`config.mk`:
```
export PLATFORM = sky130hd
export DESIGN_NAME = mem_wb_buf_flat
export DESIGN_NICKNAME = d
export VERILOG_FILES = /design/src/rtl/mem_wb_buf_if.sv /design/src/rtl/mem_wb_buf.sv /design/src/flat_wrapper.sv
export SDC_FILE = /design/constraint.sdc
export NUM_CORES = 1
export LEC_CHECK = 0
export ABC_AREA = 1
export CORE_AREA = 2 2 130 132
export CTS_BUF_LIST = sky130_fd_sc_hd__clkbuf_2 sky130_fd_sc_hd__clkbuf_4 sky130_fd_sc_hd__clkbuf_8
export CTS_CLUSTER_DIAMETER = 150
export DETAILED_ROUTE_END_ITERATION = 6
export DIE_AREA = 0 0 132 134
export PLACE_DENSITY = 0.7
export SYNTH_ARGS = -nofsm -noshare
export SYNTH_HDL_FRONTEND = slang
export SYNTH_SLANG_ARGS = --single-unit
```
`constraint.sdc`:
```
create_clock -name clk -period 1.9 [get_ports clk]
set_input_delay 0.475 -clock clk [delete_from_list [all_inputs] [get_ports clk]]
set_output_delay 0.475 -clock clk [all_outputs]
set_load 0.01 [all_outputs]
```
`src/rtl/mem_wb_buf_if.sv`:
```
// MEM->WB buffer bus: MEM-side handshake, WB-side handshake, forwarding lookup and retire count.
// The master modport is the environment around the buffer; the slave modport is the buffer itself.
interface mem_wb_buf_if #(
  parameter int unsigned ADDR_W = 5,
  parameter int unsigned DATA_W = 32,
  parameter int unsigned CNT_W  = 32
);
  logic              mem_valid;
  logic              mem_ready;
  logic [ADDR_W-1:0] wd_i;
  logic              wreg_i;
  logic [DATA_W-1:0] wdata_i;
  logic              wb_valid;
  logic              wb_ready;
  logic [ADDR_W-1:0] wb_wd;
  logic              wb_wreg;
  logic [DATA_W-1:0] wb_wdata;
  logic [ADDR_W-1:0] fwd_raddr;
  logic              fwd_hit;
  logic [DATA_W-1:0] fwd_data;
  logic [CNT_W-1:0]  retire_cnt;

  modport master (
    output mem_valid, wd_i, wreg_i, wdata_i, wb_ready, fwd_raddr,
    input  mem_ready, wb_valid, wb_wd, wb_wreg, wb_wdata, fwd_hit, fwd_data, retire_cnt
  );

  modport slave (
    input  mem_valid, wd_i, wreg_i, wdata_i, wb_ready, fwd_raddr,
    output mem_ready, wb_valid, wb_wd, wb_wreg, wb_wdata, fwd_hit, fwd_data, retire_cnt
  );
endinterface

```
`src/rtl/mem_wb_buf.sv`:
```
// Two-entry elastic MEM->WB skid buffer with flush, forwarding lookup over
// buffered writes and a count of retired results.
module mem_wb_buf #(
  parameter int unsigned ADDR_W = 5,
  parameter int unsigned DATA_W = 32,
  parameter int unsigned CNT_W  = 32
) (
  input logic          clk,
  input logic          rst,
  input logic          flush,
  mem_wb_buf_if.slave  bus
);

  typedef enum logic [1:0] {EMPTY, ONE, FULL} state_t;

  typedef struct packed {
    logic [ADDR_W-1:0] wd;
    logic              wreg;
    logic [DATA_W-1:0] wdata;
  } entry_t;

  state_t           state;
  entry_t           head;
  entry_t           tail;
  entry_t           in_e;
  logic             push;
  logic             pop;
  logic             hit_head;
  logic             hit_tail;
  logic [CNT_W-1:0] cnt;

  assign in_e = '{wd: bus.wd_i, wreg: bus.wreg_i, wdata: bus.wdata_i};

  assign bus.mem_ready = rst & (state != FULL);
  assign push          = bus.mem_valid & bus.mem_ready;
  assign pop           = bus.wb_valid & bus.wb_ready;

  // Head register is kept at zero while empty, so wb_* read as a NOP then.
  assign bus.wb_valid   = (state != EMPTY);
  assign bus.wb_wd      = head.wd;
  assign bus.wb_wreg    = head.wreg;
  assign bus.wb_wdata   = head.wdata;
  assign bus.retire_cnt = cnt;

  // Occupancy FSM and entry storage; flush wins over any push.
  always_ff @(posedge clk or negedge rst) begin
    if (!rst) begin
      state <= EMPTY;
      head  <= '0;
      tail  <= '0;
      cnt   <= '0;
    end else begin
      if (pop) cnt <= cnt + CNT_W'(1);
      if (flush) begin
        state <= EMPTY;
        head  <= '0;
        tail  <= '0;
      end else begin
        case (state)
          EMPTY: begin
            if (push) begin
              head  <= in_e;
              state <= ONE;
            end
          end
          ONE: begin
            if (push && pop) begin
              head <= in_e;
            end else if (push) begin
              tail  <= in_e;
              state <= FULL;
            end else if (pop) begin
              head  <= '0;
              state <= EMPTY;
            end
          end
          FULL: begin
            if (pop) begin
              head  <= tail;
              tail  <= '0;
              state <= ONE;
            end
          end
          default: begin
            state <= EMPTY;
            head  <= '0;
            tail  <= '0;
          end
        endcase
      end
    end
  end

  // Forwarding over registered entries only; register 0 never forwards, tail is newer.
  always_comb begin
    hit_head     = 1'b0;
    hit_tail     = 1'b0;
    bus.fwd_hit  = 1'b0;
    bus.fwd_data = '0;
    if (bus.fwd_raddr != '0) begin
      hit_head = (state != EMPTY) && head.wreg && (head.wd == bus.fwd_raddr);
      hit_tail = (state == FULL) && tail.wreg && (tail.wd == bus.fwd_raddr);
    end
    bus.fwd_hit = hit_head | hit_tail;
    if (hit_tail)      bus.fwd_data = tail.wdata;
    else if (hit_head) bus.fwd_data = head.wdata;
  end

endmodule
```
`src/flat_wrapper.sv`:
```
// flat-port wrapper written by rule: the top's interface ports become plain ports
module mem_wb_buf_flat 
#(
  parameter int unsigned ADDR_W = 5,
  parameter int unsigned DATA_W = 32,
  parameter int unsigned CNT_W  = 32
)
  (clk, rst, flush, bus_mem_valid, bus_wd_i, bus_wreg_i, bus_wdata_i, bus_wb_ready, bus_fwd_raddr, bus_mem_ready, bus_wb_valid, bus_wb_wd, bus_wb_wreg, bus_wb_wdata, bus_fwd_hit, bus_fwd_data, bus_retire_cnt);
  mem_wb_buf_if #(.ADDR_W(ADDR_W), .DATA_W(DATA_W), .CNT_W(CNT_W)) bus_i ();
  input logic clk;
  input logic rst;
  input logic flush;
  input wire logic [$bits(bus_i.mem_valid)-1:0] bus_mem_valid;
  input wire logic [$bits(bus_i.wd_i)-1:0] bus_wd_i;
  input wire logic [$bits(bus_i.wreg_i)-1:0] bus_wreg_i;
  input wire logic [$bits(bus_i.wdata_i)-1:0] bus_wdata_i;
  input wire logic [$bits(bus_i.wb_ready)-1:0] bus_wb_ready;
  input wire logic [$bits(bus_i.fwd_raddr)-1:0] bus_fwd_raddr;
  output wire logic [$bits(bus_i.mem_ready)-1:0] bus_mem_ready;
  output wire logic [$bits(bus_i.wb_valid)-1:0] bus_wb_valid;
  output wire logic [$bits(bus_i.wb_wd)-1:0] bus_wb_wd;
  output wire logic [$bits(bus_i.wb_wreg)-1:0] bus_wb_wreg;
  output wire logic [$bits(bus_i.wb_wdata)-1:0] bus_wb_wdata;
  output wire logic [$bits(bus_i.fwd_hit)-1:0] bus_fwd_hit;
  output wire logic [$bits(bus_i.fwd_data)-1:0] bus_fwd_data;
  output wire logic [$bits(bus_i.retire_cnt)-1:0] bus_retire_cnt;
  assign bus_i.mem_valid = bus_mem_valid;
  assign bus_i.wd_i = bus_wd_i;
  assign bus_i.wreg_i = bus_wreg_i;
  assign bus_i.wdata_i = bus_wdata_i;
  assign bus_i.wb_ready = bus_wb_ready;
  assign bus_i.fwd_raddr = bus_fwd_raddr;
  assign bus_mem_ready = bus_i.mem_ready;
  assign bus_wb_valid = bus_i.wb_valid;
  assign bus_wb_wd = bus_i.wb_wd;
  assign bus_wb_wreg = bus_i.wb_wreg;
  assign bus_wb_wdata = bus_i.wb_wdata;
  assign bus_fwd_hit = bus_i.fwd_hit;
  assign bus_fwd_data = bus_i.fwd_data;
  assign bus_retire_cnt = bus_i.retire_cnt;
  mem_wb_buf #(.ADDR_W(ADDR_W), .DATA_W(DATA_W), .CNT_W(CNT_W)) u_core (.clk(clk), .rst(rst), .flush(flush), .bus(bus_i));
endmodule
```
=== Word-level counts from Yosys, hierarchy flattened ===
Cells that the tools add are included.

* Bits in registers: 110
* Word-level logic and storage cells: 58

* Bitwise gates (word level): 4
* Reduce and logical (&&, ||, !) cells: 11
* Add/sub/neg operators: 1
* Eq/ne operators: 13
* Mux-type cells: 21

{| class="wikitable"
|+ Operators with widths
! kind !! number
|-
| 2-to-1 mux 38 bit || 8
|-
| case mux 38 bit (3 select lines) || 2
|-
| 2-to-1 mux 32 bit || 2
|-
| adder 32 x 1 -> 32 bit, second input constant || 1
|-
| 2-to-1 mux 2 bit || 6
|-
| AND reduction 4 bit || 3
|-
| == test 5 bit || 2
|-
| != test 3 x 2 -> 1 bit, second input constant || 3
|-
| != test 4 x 2 -> 1 bit, second input constant || 2
|-
| case mux 2 bit (3 select lines) || 1
|-
| logical AND 1 bit || 5
|-
| nonzero test 5 bit || 1
|-
| != test 2 bit, second input constant || 2
|-
| != test 4 bit, second input constant || 1
|-
| AND 1 bit || 3
|-
| != test 3 bit, second input constant || 1
|-
| == test 2 x 1 -> 1 bit, second input constant || 1
|-
| == test 2 bit, second input constant || 1
|-
| zero test 2 bit || 1
|-
| 2-to-1 mux 1 bit || 2
|-
| nonzero test 2 bit || 1
|-
| bitwise OR 1 bit || 1
|}

=== Depth between registers and ports, before layout ===
Gate-level depths: netlist of run 1.

* Depth after elaboration: 7
* Gate-level depth with buffers: 10
* Gate-level depth less buffers: 9

=== Least setup slack after synthesis of run 1 ===
Ideal clock, no wire load.

* Path kind: input port to output port
* Start: input port bus_fwd_raddr[3]
* End: output port bus_fwd_data[10]
* Buffers on the path: 1
* Slack: -0.004 ns
* Data required time: 1.425 ns
* Arrival: 1.429 ns
* Stages on the path: 8
* Path through: inv_1 > or2_2 > nand3_1 > nor2_1 > nand2_1 > buf_2 > nand3_1 > nand2_1

* Word-level cells in the longest chain between the ends: 5
* Elaborated cells on any way between the ends: 9
* Classes of those cells: eq/ne (2); mux (4); reduce/logical (3)

{| class="wikitable"
|+ RTL lines
! element !! line !! text
|-
| start: declaration || flat_wrapper.sv:18 || <nowiki>input wire logic [$bits(bus_i.fwd_raddr)-1:0] bus_fwd_raddr;</nowiki>
|-
| == test 5 bit || mem_wb_buf.sv:101 || <nowiki>hit_head = (state != EMPTY) && head.wreg && (head.wd == bus.fwd_raddr);</nowiki>
|-
| logical AND 1 bit || mem_wb_buf.sv:101 ||
|-
| 2-to-1 mux 1 bit || mem_wb_buf.sv:100 || <nowiki>if (bus.fwd_raddr != '0) begin</nowiki>
|-
| 2-to-1 mux 32 bit || mem_wb_buf.sv:106 || <nowiki>else if (hit_head) bus.fwd_data = head.wdata;</nowiki>
|-
| 2-to-1 mux 32 bit * || mem_wb_buf.sv:105 || <nowiki>if (hit_tail) bus.fwd_data = tail.wdata;</nowiki>
|-
| end: declaration || flat_wrapper.sv:25 || <nowiki>output wire logic [$bits(bus_i.fwd_data)-1:0] bus_fwd_data;</nowiki>
|}

Mark *: on every way between the ends. The rest lies on a longest branch, timed or not.

=== Worst setup path in the final report of run 1 ===
* Start: input port bus_fwd_raddr[4]
* End: output port bus_fwd_data[23]

Same word-level chain as after synthesis.

==> results of run 1 <==
[synthesized netlist by cell type, types with 3 or more instances]
cell / instances / area, sq um
nand2_1: 454 / 1700
nand3_1: 128 / 641
dfrtp_1: 110 / 2750
nor2_1: 48 / 180
inv_1: 45 / 169
o21ai_0: 28 / 140
buf_2: 17 / 85.1
o21ai_1: 16 / 80.1
nand4_1: 14 / 87.6
clkbuf_1: 10 / 37.5
nand3b_1: 8 / 60.1
xnor2_1: 8 / 70.1
xor2_1: 8 / 70.1
buf_1: 7 / 26.3
nor2_2: 7 / 43.8
buf_4: 6 / 45.0
buf_6: 6 / 67.6
inv_2: 3 / 11.3
[area by class of cell]
type / count / area [sq um] / share of cell area (%)
well taps: 220 / 275 / 2.72
inverters: 48 / 185 / 1.83
clock inverters: 5 / 35.0 / 0.347
multi-input cells: 734 / 3710 / 36.7
repair buffers: 289 / 3000 / 29.6
flip-flops and latches: 110 / 2770 / 27.4
clock buffers: 11 / 139 / 1.37
[where the power goes]
| group | internal, mW | switching [mW] | leakage (nW) |
|---|---|---|---|
| Clock | 0.511 | 0.850 | 0.0905 |
| Combinational | 1.66 | 1.86 | 3.40 |
| Sequential | 2.73 | 0.412 | 1.46 |
| Total | 4.91 | 3.12 | 4.96 |
[metrics by stage]
stage	hold WS, ns	std cells	TNS [ns]	util, %
detailed placement	0.488	1321	-74.38	51.9
finish	0.137	1417	-20.78	62.1
CTS	0.110	1366	-17.41	55.6
floorplan	0.179	937	-0.0939	-
global route	0.142	1417	-26.25	62.1
global placement	0.468	1321	-73.69	51.9
[state kept, by name (all words and copies together), names as in the netlist]
name / count
u_core.tail: 38
u_core.bus.retire_cnt: 32
u_core.bus.wb_wdata: 32
u_core.bus.wb_wd: 5
u_core.state: 2
u_core.bus.wb_wreg: 1
[kinds of logic (layout without fill, tap and decap cells)]
logic type      after synthesis  in the layout  synth area share (%)
flops                       110            110                  43.1
simple gates                669            670                  43.8
buf+inv                      94            353                  6.92
compound gates               47             47                  3.80
fa+ha+maj                     1              1                 0.196
xor+xnor                     16             16                  2.19
[per-layer routing]
| metal | vias up | wire, um | part of all wire (%) |
|---|---|---|---|
| met5 | - | 0 | 0 |
| met4 | 0 | 929 | 3.8 |
| met3 | 63 | 2150 | 8.7 |
| met2 | 358 | 11300 | 46 |
| met1 | 3464 | 10100 | 41 |
| li1 | 3492 | - | - |
[worst max-delay path: stages]
cell and delay, ns:
dlygate4sd2_1 0.29, inv_1 0.10, nand2_1 0.11, nand4_1 0.11, nor2_1 0.15, nand2_2 0.12
buf_6 0.14, buf_6 0.12, buf_12 0.13, buf_6 0.12, nand3_2 0.04, nand2_1 0.04
buf_2 0.13
[repair_timing]
item | in CTS | in global routing
resized for setup | 218 | 170
cloned | 3 | 15
setup buffers | 26 | 46
hold endpoints to repair | 0 | 0
endpoints found under the setup margin | 130 | 134
pin swaps | 21 | 52
[worst min-delay path by stage]
stage,cells past startpoint,from,endpoint
2_1_floorplan,0,rst,u_core.bus.retire_cnt[0]
3_5_place_dp,2,u_core.bus.wb_wdata[17],u_core.bus.wb_wdata[17]
3_3_place_gp,2,u_core.tail[32],u_core.tail[32]
5_1_grt,2,rst,u_core.tail[20]
6_report,2,rst,u_core.tail[20]
4_1_cts,2,rst,u_core.tail[20]
==> out/qor.txt, run 1 <==
Commonest non-fill, non-tap cell in the layout - nand2_1
CTS Root Cell - clkbuf_8
Reg-to-Reg Start - u_core.state[1]
Via count - 7377
Area growth from synthesis to layout - 58.3%
Port Buffers - 152
Ys flop type - dfrtp_1
Worst hold path type - primary input to asynchronous set/reset pin
Mean Syn Cell Area - 6.82 sq um
Synth async-reset ratio - 100%
Pre-CTS setup slack - -1.11 ns
Global-route wire length before repair - 33700 um
Largest net degree at the start of global routing - 93
Vias per cell - 5.21
Setup ws final - -0.661 ns
Syn nets - 986
Worst skew pair latency - 0.40 ns
CTS max path bufs - 2
CTS clock-pin slew for the worst setup and hold paths - 0.10 ns
CP max FO - 4
Met3 Resource Use GR - 3.97%
Max Freq - 0.391 GHz
Slew HR - 66.3%
Syn Std Cell Area - 6390 sq um
Crit. End Element - output pin
M2 GR Usage - 37.5%
Run status - finished, violations left
MaxCap Viol Count - 0
Grt total ovfl - 0
Post-synthesis sequential area ratio - 43.1%
Synthesis warning total - 0
Power per Cell Area - 794 nW/um^2
RSZ-0062 raised after global routing - true
Design Area, Final - 10100 sq um
Cells after Synth - 937
# fillers - 1396
FF-to-FF setup slack - -0.07 ns
Final min period - 2.56 ns
Initial antenna violation count - 0
Number of unique standard cell types used by synthesis - 28
Routed WL - 24600 um
Worst R2R End - u_core.tail[14]
Startpoint Class - primary input
Post-DP HPWL - 13500 um
Initial DRC Count - 690
Routed Antenna Nets - 0
CP Capture Point - bus_fwd_data[23]
Vias in the first global route - 6450
CORE AREA - 16300 sq um
Worst vdd ir - 388 uV
#FFs+latches synth - 110
I/O Pins - 153
Routed WL per cell - 17.3 um
First-pass iteration count of the detailed router - 5
Leakage - 4.96 nW
Overall Global Routing Usage - 23.7%
Failing checks - negative setup slack
Die H - 134 um
R2R cell count - 12
Fin. Hold Viols - 0
Count of pins over their slew limit - 0
Die Wd - 132 um
Drt drc - 0
Period utilization - 135%
Initial Utilization - 39.2%
Most frequent cells in the layout - nand2_1, clkdlybuf4s50_1, dfrtp_1
Gr busiest metal - met2
Clock sink count - 110
CTS Hold Buffers Added - 0
Total CTS buffers - 9
Final setup viols - 72
Std-Cell Rows - 47
Data required, critical path - 1.42 ns
Setup CP Type - primary input to output pin
Crit path from - bus_fwd_raddr[4]
Power consumption - 8.03 mW
Gpl congestion - 0.867
Post-DP Area - 8460 sq um
CTS tree - built
Worst path arrival time - 2.09 ns
Antenna cells - 0
Worst-margin pin slew - 0.505 ns
Post-synth EDFFs - 0
H-tree Lvls - 3
Die area - 17700 sq um
Nets - 1241
Worst clock skew - 0.0173 ns
Share of layout cells above drive strength 1 - 26.5%
Grt met1 use - 33.0%
No activity file was read; power rests on OpenSTA's default activity.
==> inputs of run 2 (changes only) <==
--- a/config.mk
+++ b/config.mk
@@ -6,12 +6,12 @@
 export NUM_CORES = 1
 export LEC_CHECK = 0
 export ABC_AREA = 1
-export CORE_AREA = 2 2 130 132
+export CORE_AREA = 2 2 120 122
 export CTS_BUF_LIST = sky130_fd_sc_hd__clkbuf_2 sky130_fd_sc_hd__clkbuf_4 sky130_fd_sc_hd__clkbuf_8
 export CTS_CLUSTER_DIAMETER = 150
 export DETAILED_ROUTE_END_ITERATION = 6
-export DIE_AREA = 0 0 132 134
-export PLACE_DENSITY = 0.7
+export DIE_AREA = 0 0 122 124
+export PLACE_DENSITY = 0.8
 export SYNTH_ARGS = -nofsm -noshare
 export SYNTH_HDL_FRONTEND = slang
 export SYNTH_SLANG_ARGS = --single-unit
==> run 2 against run 1 <==
  * The run still ends with negative setup slack left
  * Sequential power fell by 1%
  * Die area fell by 14%
  * Setup slack improved by 0.038 ns
  * Register-to-register slack barely moved
  * Utilization rose by 6.6 points
  * Clock-buffer cell count fell by 1
  * First-iteration DRC count rose by 25%
  * Non-clock buffer count fell by 28
  * Sequential share of layout area rose by 2.0 points
  * Sequential cell count did not move
  * Global-route usage rose by 4.1 points
  * Clock skew fell by 0.0074 ns
  * Highest routed layer is now met5
==> out/qor.txt, run 2 (synthesis gave the netlist of run 1 again) <==
Run status - finished, violations left
Failing checks - negative setup slack
Gpl congestion - 0.900 (+3.8%)
Reg-to-Reg Start - u_core.state[0]
Setup ws final - -0.623 ns (+0.0380 ns)
Biggest register - u_core.tail
CTS Root Cell - clkbuf_8
Area growth from synthesis to layout - 47.4%
CTS Hold Buffers Added - 0 (unchanged)
Global-route wire length before repair - 32700 um (-2.8%)
Fin. Hold Viols - 0 (unchanged)
FF-to-FF setup slack - -0.06 ns (about the same)
I/O Pins - 153 (unchanged)
Initial DRC Count - 863 (+25%)
Worst hold path type - primary input to asynchronous set/reset pin
H-tree Lvls - 3 (unchanged)
Initial Utilization - 46.5% (+7.3 points)
Power share of the clock group - 24.1% (+7.1 points)
CTS tree - built
CTS max path bufs - 2 (unchanged)
First-pass iteration count of the detailed router - 7 (+2)
Most frequent cells in the layout - nand2_1, nand3_1, clkdlybuf4s50_1
Die H - 124 um (-7.5%)
Drt drc - 0 (unchanged)
Combinational group share of total power - 36.2% (-7.7 points)
Power per Cell Area - 832 nW/um^2 (+4.8%)
Die area - 15100 sq um (-14%)
Share of layout cells above drive strength 1 - 20.4% (-6.1 points)
Nets - 1213 (-2.3%)
Worst-margin pin slew - 0.753 ns (+0.248 ns)
Worst path arrival time - 2.05 ns (-0.04 ns)
Vias per cell - 5.36 (+2.9%)
P_int - 5.04 mW (+2.7%)
Vias in the first global route - 6527 (+1.2%)
Power consumption - 7.83 mW (-2.4%)
Switching Share - 35.6% (-3.2 points)
Initial antenna violation count - 2 (+2)
CP max FO - 6 (+2)
Post-DP HPWL - 13100 um (-2.5%)
Final min period - 2.52 ns (-0.0380 ns)
Worst skew pair latency - 0.40 ns (about the same)
Max Freq - 0.396 GHz (+1.5%)
Std-Cell Rows - 43 (-8.5%)
Routed Antenna Nets - 0 (unchanged)
CORE AREA - 13700 sq um (-16%)
Worst clock skew - 0.00988 ns (-0.00741 ns)
RSZ-0062 raised after global routing - true
Period utilization - 133% (-2.0 points)
Via count - 7233 (-2.0%)
Worst R2R End - u_core.tail[6]
Setup CP Type - flop to output pin
Part of the power in registers - 39.7% (+0.5 points)
Port Buffers - 152 (unchanged)
Slew HR - 49.8% (-17 points)
MaxCap Viol Count - 0 (unchanged)
Count of pins over their slew limit - 0 (unchanged)
Largest net degree at the start of global routing - 59 (-37%)
CTS clock-pin slew for the worst setup and hold paths - 0.11 ns (about the same)
Commonest non-fill, non-tap cell in the layout - nand2_1
Grt total ovfl - 0 (unchanged)
Crit. End Element - output pin
Leakage - 4.75 nW (-4.1%)
Final setup viols - 72 (unchanged)
Worst hold margin - 0.0588 ns (-0.0778 ns)
Worst vdd ir - 456 uV (+18%)
Routed WL per cell - 15.9 um (-8.0%)
Startpoint Class - flop
Overall Global Routing Usage - 27.9% (+4.1 points)
Routed WL - 21500 um (-12%)
Switching power - 2.79 mW (-11%)
Max FFs per register - 38 (unchanged)
Data required, critical path - 1.42 ns (about the same)
Total CTS buffers - 9 (unchanged)
R2R cell count - 10 (-2)
Clock sink count - 110 (unchanged)
Die Wd - 122 um (-7.6%)
## run 2: changes by cell type in the layout (fill, tap and decap cells not counted), sizes merged, moves of 2 or more
| cell | delta |
|---|---|
| buf | -17 |
| clkbuf | -12 |
| bufinv | +4 |
| inv | -2 |
## run 2: metrics by stage
step | TNS (ns) | area [sq um] | instances | setup slack (ns) | utilization [%]
6_report | -19.60 | 9410 | 1350 | -0.623 | 68.6
3_3_place_gp | -70.94 | 8360 | 1277 | -1.11 | 61.0
5_1_grt | -26.85 | 9410 | 1350 | -0.703 | 68.6
3_5_place_dp | -72.47 | 8360 | 1277 | -1.17 | 61.0
4_1_cts | -17.86 | 9030 | 1325 | -0.553 | 65.8
2_1_floorplan | -0.0939 | 6390 | 937 | -0.00422 | -
## run 2: power groups by stage
stage,combinational (mW),clock [mW],sequential [mW]
2_1_floorplan,1.23,0,3.18
3_3_place_gp,2.52,0,3.11
3_5_place_dp,2.56,0,3.11
4_1_cts,2.64,1.89,3.09
5_1_grt,3.08,2.01,3.16
6_report,2.83,1.89,3.11
## run 2: final cells by class
cell class | instances | area [sq um]
fill | 1081 | 4310
multi-input combinational | 734 | 3450
sequential | 110 | 2760
timing repair buffer | 261 | 2520
tap | 180 | 225
inverter | 48 | 185
clock buffer | 10 | 138
clock inverter | 6 | 133
antenna | 1 | 2.50
## run 2: metal layers
| layer | part of all wire, % | GRT usage, % | vias up | wire length [um] |
|---|---|---|---|---|
| li1 | - | - | 3424 | - |
| met1 | 40 | 36.4 | 3332 | 8690 |
| met2 | 48 | 44.5 | 406 | 10300 |
| met3 | 8.9 | 6.23 | 69 | 1910 |
| met4 | 3.0 | 12.4 | 2 | 646 |
| met5 | 0.060 | 0 | - | 13 |
## run 2: worst max-delay path, stage by stage (launching register included)
cell and delay, ns:
dfrtp_1 0.40, buf_6 0.13, nor2_4 0.04, nor2_1 0.12
nand3_2 0.13, nor2_4 0.14, buf_12 0.14, buf_8 0.11
buf_6 0.10, buf_6 0.09, nand3_2 0.06, nand2_1 0.07
buf_2 0.12
## run 2: worst max path at each step
| stage | from | cells past startpoint | slack [ns] | endpoint |
|---|---|---|---|---|
| detailed placement | bus_fwd_raddr[3] | 10 | -1.17 | bus_fwd_data[2] |
| global route | bus_fwd_raddr[4] | 12 | -0.70 | bus_fwd_data[4] |
| CTS | u_core.state[0] | 12 | -0.55 | bus_fwd_data[17] |
| finish | u_core.state[0] | 12 | -0.62 | bus_fwd_data[9] |
| global placement | bus_fwd_raddr[3] | 10 | -1.11 | bus_fwd_data[16] |
| floorplan | bus_fwd_raddr[3] | 8 | -0.004 | bus_fwd_data[10] |
## run 2: repair_timing
item,CTS,global route
pin swaps,20,18
resized for setup,211,68
endpoints found under the setup margin,123,140
cloned,8,0
buffers inserted,24,26
==> RTL edit 1 (flow settings as in run 1) <==
Encoding of `state_t`: now one-hot (3 bits for 3 states).
--- a/src/rtl/mem_wb_buf.sv
+++ b/src/rtl/mem_wb_buf.sv
@@ -12,5 +12,5 @@
 );
 
-  typedef enum logic [1:0] {EMPTY, ONE, FULL} state_t;
+  typedef enum logic [2:0] {EMPTY = 3'b001, ONE = 3'b010, FULL = 3'b100} state_t;
 
   typedef struct packed {
Behaviour: same outputs for any inputs over 4 cycles, from zero or initial values and one cycle with rst low; so few cycles prove little.
==> RTL edit 1 against run 1 <==
The run ends with design-rule violations, negative setup slack left; setup slack improved by 0.12 ns; sequential share of layout area up 2.0 points; synthesized area decreased by 2.8%; total power rose by 13%; maximum frequency is 5.1% higher; sequential cell count grew 1; routed wire length shrank 12%; largest cell class unchanged; cell area shrank 6.2%; critical path type is now flip-flop to output port.
==> RTL edit 1: results <==
{
  "worstPathMaxFanout": 8,
  "power.total_mw": 9.08,
  "netlist_top_cells_area": "dfrtp_1, nand2_1, nand3_1",
  "synth.area.mux_share_pct": 0,
  "p_sw_mw": 3.57,
  "root_buffer": "clkbuf_8",
  "drc_errors": 2,
  "clock_latency_ns": 0.42,
  "finalSetupViolCount": 67,
  "fin_ws_ns": -0.537,
  "synth.top_cells.by_count": "nand2_1, dfrtp_1, nor2_1",
  "hold_class": "primary input to asynchronous set/reset pin",
  "max_flop_register": "u_core.tail",
  "relSlewSlack_pct": 63.2,
  "largest_reg_flops": 38,
  "grt_pass1_wl_mm": 30.3,
  "post_cts_buffers": 11,
  "synth.distinct_cells": 27,
  "final_nets": 1187,
  "yosysSeqAreaShare_pct": 44.8,
  "slowest_stage": "dfrtp_1",
  "route.met3.wl_mm": 1.57,
  "synth_compound_area_share_pct": 4.29,
  "ff2ff_setup_slack_ns": -0.09,
  "drtIter0Drc": 477,
  "top_layer_used": "met4",
  "grtUsageTotal_pct": 21.4,
  "fin_skew_ns": 0.0169,
  "dp_hpwl_mm": 12.9,
  "gp_congestion": 0.866,
  "r2r_cells": 13,
  "grt_pass1_vias": 6037,
  "cts-buffers-inserted": 9,
  "post_cts_resized": 190,
  "clockBufferDepth": 2,
  "fin_tns_setup_ns": -18.31,
  "path_clk_slew_ns": 0.11,
  "fillers": 1465,
  "cpPeakStageDelay_ns": 0.42,
  "grt_start_max_net_pins": 98,
  "vias": 6830,
  "synth-xor-area-share_pct": 2.82,
  "wl_met2_mm": 10.5,
  "wl_met1_mm": 8.98,
  "power_leakage_nw": 4.97,
  "worst_ep_arrival_time_ns": 1.96,
  "syn_nets": 958,
  "grt_antenna_before_repair": 1,
  "p_seq_share_pct": 34.8,
  "layout-drive-gt1-share_pct": 23.2,
  "htree_levels": 3,
  "synthAdderAreaFrac_pct": 0.202,
  "ir_drop_v": 0.000508,
  "outcome": "complete, but fails checks",
  "post_drt_wl_per_cell_um": 15.7,
  "crit_family": "simple AND/OR/NAND/NOR gates",
  "synthFlopType": "dfrtp_1",
  "clockPowerShare_pct": 17.5,
  "violations": "design-rule violations, negative setup slack",
  "firstDrtPassIters": 7
}
[RTL edit 1: final timing paths]
check | start | to
setup / recovery | u_core.tail[36] | bus_fwd_data[24]
setup reg to reg | u_core.state[0] | u_core.tail[31]
min in group clk | u_core.bus.wb_wdata[4] | u_core.bus.wb_wdata[4]
hold / removal | rst | u_core.bus.retire_cnt[1]
max in group asynchronous | rst | u_core.bus.wb_wdata[5]
hold reg to reg | u_core.bus.wb_wdata[4] | u_core.bus.wb_wdata[4]
[RTL edit 1: kinds of logic after synthesis]
family | Yosys count
AO/OA/AOI/OAI | 53
XOR/XNOR | 20
adder cells (fa/ha/maj) | 1
buffers and inverters | 83
flip-flops | 111
AND/OR/NAND/NOR | 641
[RTL edit 1: per-stage QoR]
stage | std cells | instance area, um^2 | setup WS [ns] | hold slack (ns)
finish | 1366 | 9490 | -0.537 | 0.171
floorplan | 909 | 6210 | -0.0261 | 0.179
global route | 1363 | 9480 | -0.622 | 0.193
global placement | 1294 | 8260 | -1.10 | 0.472
CTS | 1323 | 8530 | -0.558 | 0.183
detailed placement | 1294 | 8260 | -1.13 | 0.487
[RTL edit 1: layout make-up]
cell class / count / area [um^2] / share of cell area, %
clock inverter: 5 / 65.1 / 0.686
multi-input combinational: 716 / 3440 / 36.3
clock buffer: 11 / 151 / 1.60
sequential: 111 / 2790 / 29.4
tap: 220 / 275 / 2.90
timing repair buffer: 257 / 2590 / 27.3
antenna: 3 / 7.51 / 0.0791
inverter: 43 / 169 / 1.78
[RTL edit 1: tightest hold or removal path, stage by stage]
cell   delay (ns)
buf_4        0.12
buf_4        0.14
buf_4        0.22
[RTL edit 1: routing by layer]
metal | global-route usage, % | up-vias
met5 | 0 | -
met4 | 6.88 | 0
met3 | 4.31 | 49
met2 | 35.6 | 271
met1 | 28.0 | 3237
li1 | - | 3273
==> RTL edit 2 (config.mk and constraints of run 1) <==
Without the edit above. `CNT_W` is set to 32 in 3 places; all go to 16.
--- a/src/rtl/mem_wb_buf_if.sv
+++ b/src/rtl/mem_wb_buf_if.sv
@@ -4,5 +4,5 @@
   parameter int unsigned ADDR_W = 5,
   parameter int unsigned DATA_W = 32,
-  parameter int unsigned CNT_W  = 32
+  parameter int unsigned CNT_W  = 16
 );
   logic              mem_valid;
--- a/src/rtl/mem_wb_buf.sv
+++ b/src/rtl/mem_wb_buf.sv
@@ -4,5 +4,5 @@
   parameter int unsigned ADDR_W = 5,
   parameter int unsigned DATA_W = 32,
-  parameter int unsigned CNT_W  = 32
+  parameter int unsigned CNT_W  = 16
 ) (
   input logic          clk,
--- a/src/flat_wrapper.sv
+++ b/src/flat_wrapper.sv
@@ -4,5 +4,5 @@
   parameter int unsigned ADDR_W = 5,
   parameter int unsigned DATA_W = 32,
-  parameter int unsigned CNT_W  = 32
+  parameter int unsigned CNT_W  = 16
 )
   (clk, rst, flush, bus_mem_valid, bus_wd_i, bus_wreg_i, bus_wdata_i, bus_wb_ready, bus_fwd_raddr, bus_mem_ready, bus_wb_valid, bus_wb_wd, bus_wb_wreg, bus_wb_wdata, bus_fwd_hit, bus_fwd_data, bus_retire_cnt);
Ports: changed (resized bus_retire_cnt); port bits go from 153 to 137. No check against the original RTL was run, so the function may have changed too.
==> RTL edit 2 against run 1 <==
The flow still finishes with violations (negative setup slack); die area did not move; synthesized area fell by 15%; register-to-register slack improved by 0.03 ns; sequential cell count fell by 16; count of clock-buffer cells in the layout fell by 2; setup slack improved by 0.15 ns; routed wire length fell by 23%; largest cell class unchanged; cell area fell by 19%; non-clock buffer count fell by 72; total power fell by 8.3%.
==> RTL edit 2: results <==
{
  "finalSetupViolCount": 71,
  "grtUsageTotal_pct": 21.7,
  "root_buffer": "clkbuf_8",
  "ir_drop_v": 0.000622,
  "wl_met2_mm": 9.18,
  "worst_ep_arrival_time_ns": 1.94,
  "placed_cells": 1175,
  "power_leakage_nw": 3.98,
  "drtIter0Drc": 327,
  "tightest_slew_ns": 0.911,
  "grt_start_max_net_pins": 67,
  "fillers": 1621,
  "worstPathMaxFanout": 12,
  "outcome": "complete, but fails checks",
  "route.met3.wl_mm": 1.27,
  "slowest_stage": "dfrtp_2",
  "clock_latency_ns": 0.37,
  "grt_pass1_vias": 5822,
  "grt_antenna_before_repair": 1,
  "gp_congestion": 0.867,
  "dp_hpwl_mm": 12.1,
  "synth_compound_area_share_pct": 4.94,
  "violations": "negative setup slack",
  "cpPeakStageDelay_ns": 0.42,
  "synth.top_cells.by_count": "nand2_1, nand3_1, dfrtp_1",
  "wl_met1_mm": 8.19,
  "final_nets": 1043,
  "post_drt_wl_per_cell_um": 15.6,
  "fin_ws_ns": -0.515,
  "fin_skew_ns": 0.00800,
  "vias": 5942,
  "layout-drive-gt1-share_pct": 20.3,
  "viasPerCell": 4.87,
  "fin_tns_setup_ns": -16.59,
  "synth.distinct_cells": 26,
  "syn_avg_cell_area_um2": 6.73,
  "yosysSeqAreaShare_pct": 43.2,
  "synthAdderAreaFrac_pct": 0.230
}
## RTL edit 2: cell types whose count changed after synthesis, moves of 4 or more
cell,run 1,this run
nand2_1,454,402
nor3_1,1,6
xnor2_1,8,3
nor2_1,48,23
a21oi_1,0,7
o21ai_1,16,33
inv_1,45,37
nand3b_1,8,1
clkbuf_1,10,14
nand4_1,14,5
dfrtp_1,110,94
nand3_1,128,122
o21ai_0,28,9
## RTL edit 2: area by class of cell
type,count,share of cell area (%)
clock inverters,6,0.765
flip-flops and latches,94,28.8
repair buffers,217,26.3
well taps,220,3.37
inverters,42,2.08
multi-input cells,630,37.2
diodes,1,0.0306
clock buffers,9,1.51
## RTL edit 2: report_power, final
| group | leakage (nW) | internal, mW | switching (mW) | total (mW) |
|---|---|---|---|---|
| sequential | 1.24 | 2.43 | 0.420 | 2.85 |
| combinational | 2.64 | 1.42 | 1.72 | 3.15 |
| clock | 0.0992 | 0.603 | 0.758 | 1.36 |
| total | 3.98 | 4.46 | 2.90 | 7.36 |
## RTL edit 2: worst min-delay path, delay by kind of cell
family | cells | cell delay [ns]
buffers and inverters | 3 | 0.55
## RTL edit 2: timing repair
action,in CTS,in global routing
endpoints found under the hold margin,2,0
hold buffers,1,0
gates resized for setup,208,44
setup buffers,18,13
endpoints found under the setup margin,117,124
gates cloned,2,0
pin swaps,15,18
## RTL edit 2: path summary, 6_finish.rpt
| path | startpoint | slack (ns) | cells after the start | to |
|---|---|---|---|---|
| max in group asynchronous | rst | 0.84 | 3 | u_core.tail[14] |
| max | u_core.state[1] | -0.52 | 11 | bus_fwd_data[22] |
| min reg2reg | u_core.bus.retire_cnt[12] | 0.51 | 1 | u_core.bus.retire_cnt[12] |
| min | rst | 0.24 | 3 | u_core.tail[8] |
| max reg2reg | u_core.state[1] | -0.04 | 9 | u_core.tail[32] |
| min in group clk | u_core.bus.retire_cnt[12] | 0.51 | 1 | u_core.bus.retire_cnt[12] |
## RTL edit 2: per-stage QoR
step,worst slack (ns),hold WS [ns],utilization (%),cell area (um^2)
after floorplan,0.0420,0.179,-,5440
after global placement,-1.19,0.419,45.8,7460
after detailed placement,-1.23,0.421,45.8,7460
after CTS,-0.541,0.247,48.9,7960
after global routing,-0.640,0.264,50.2,8170
final,-0.515,0.239,50.2,8180
## RTL edit 2: routing by layer
layer	global-route usage [%]	vias to the layer above
met5	0	-
met4	7.25	0
met3	4.38	27
met2	37.3	189
met1	27.3	2793
li1	-	2933
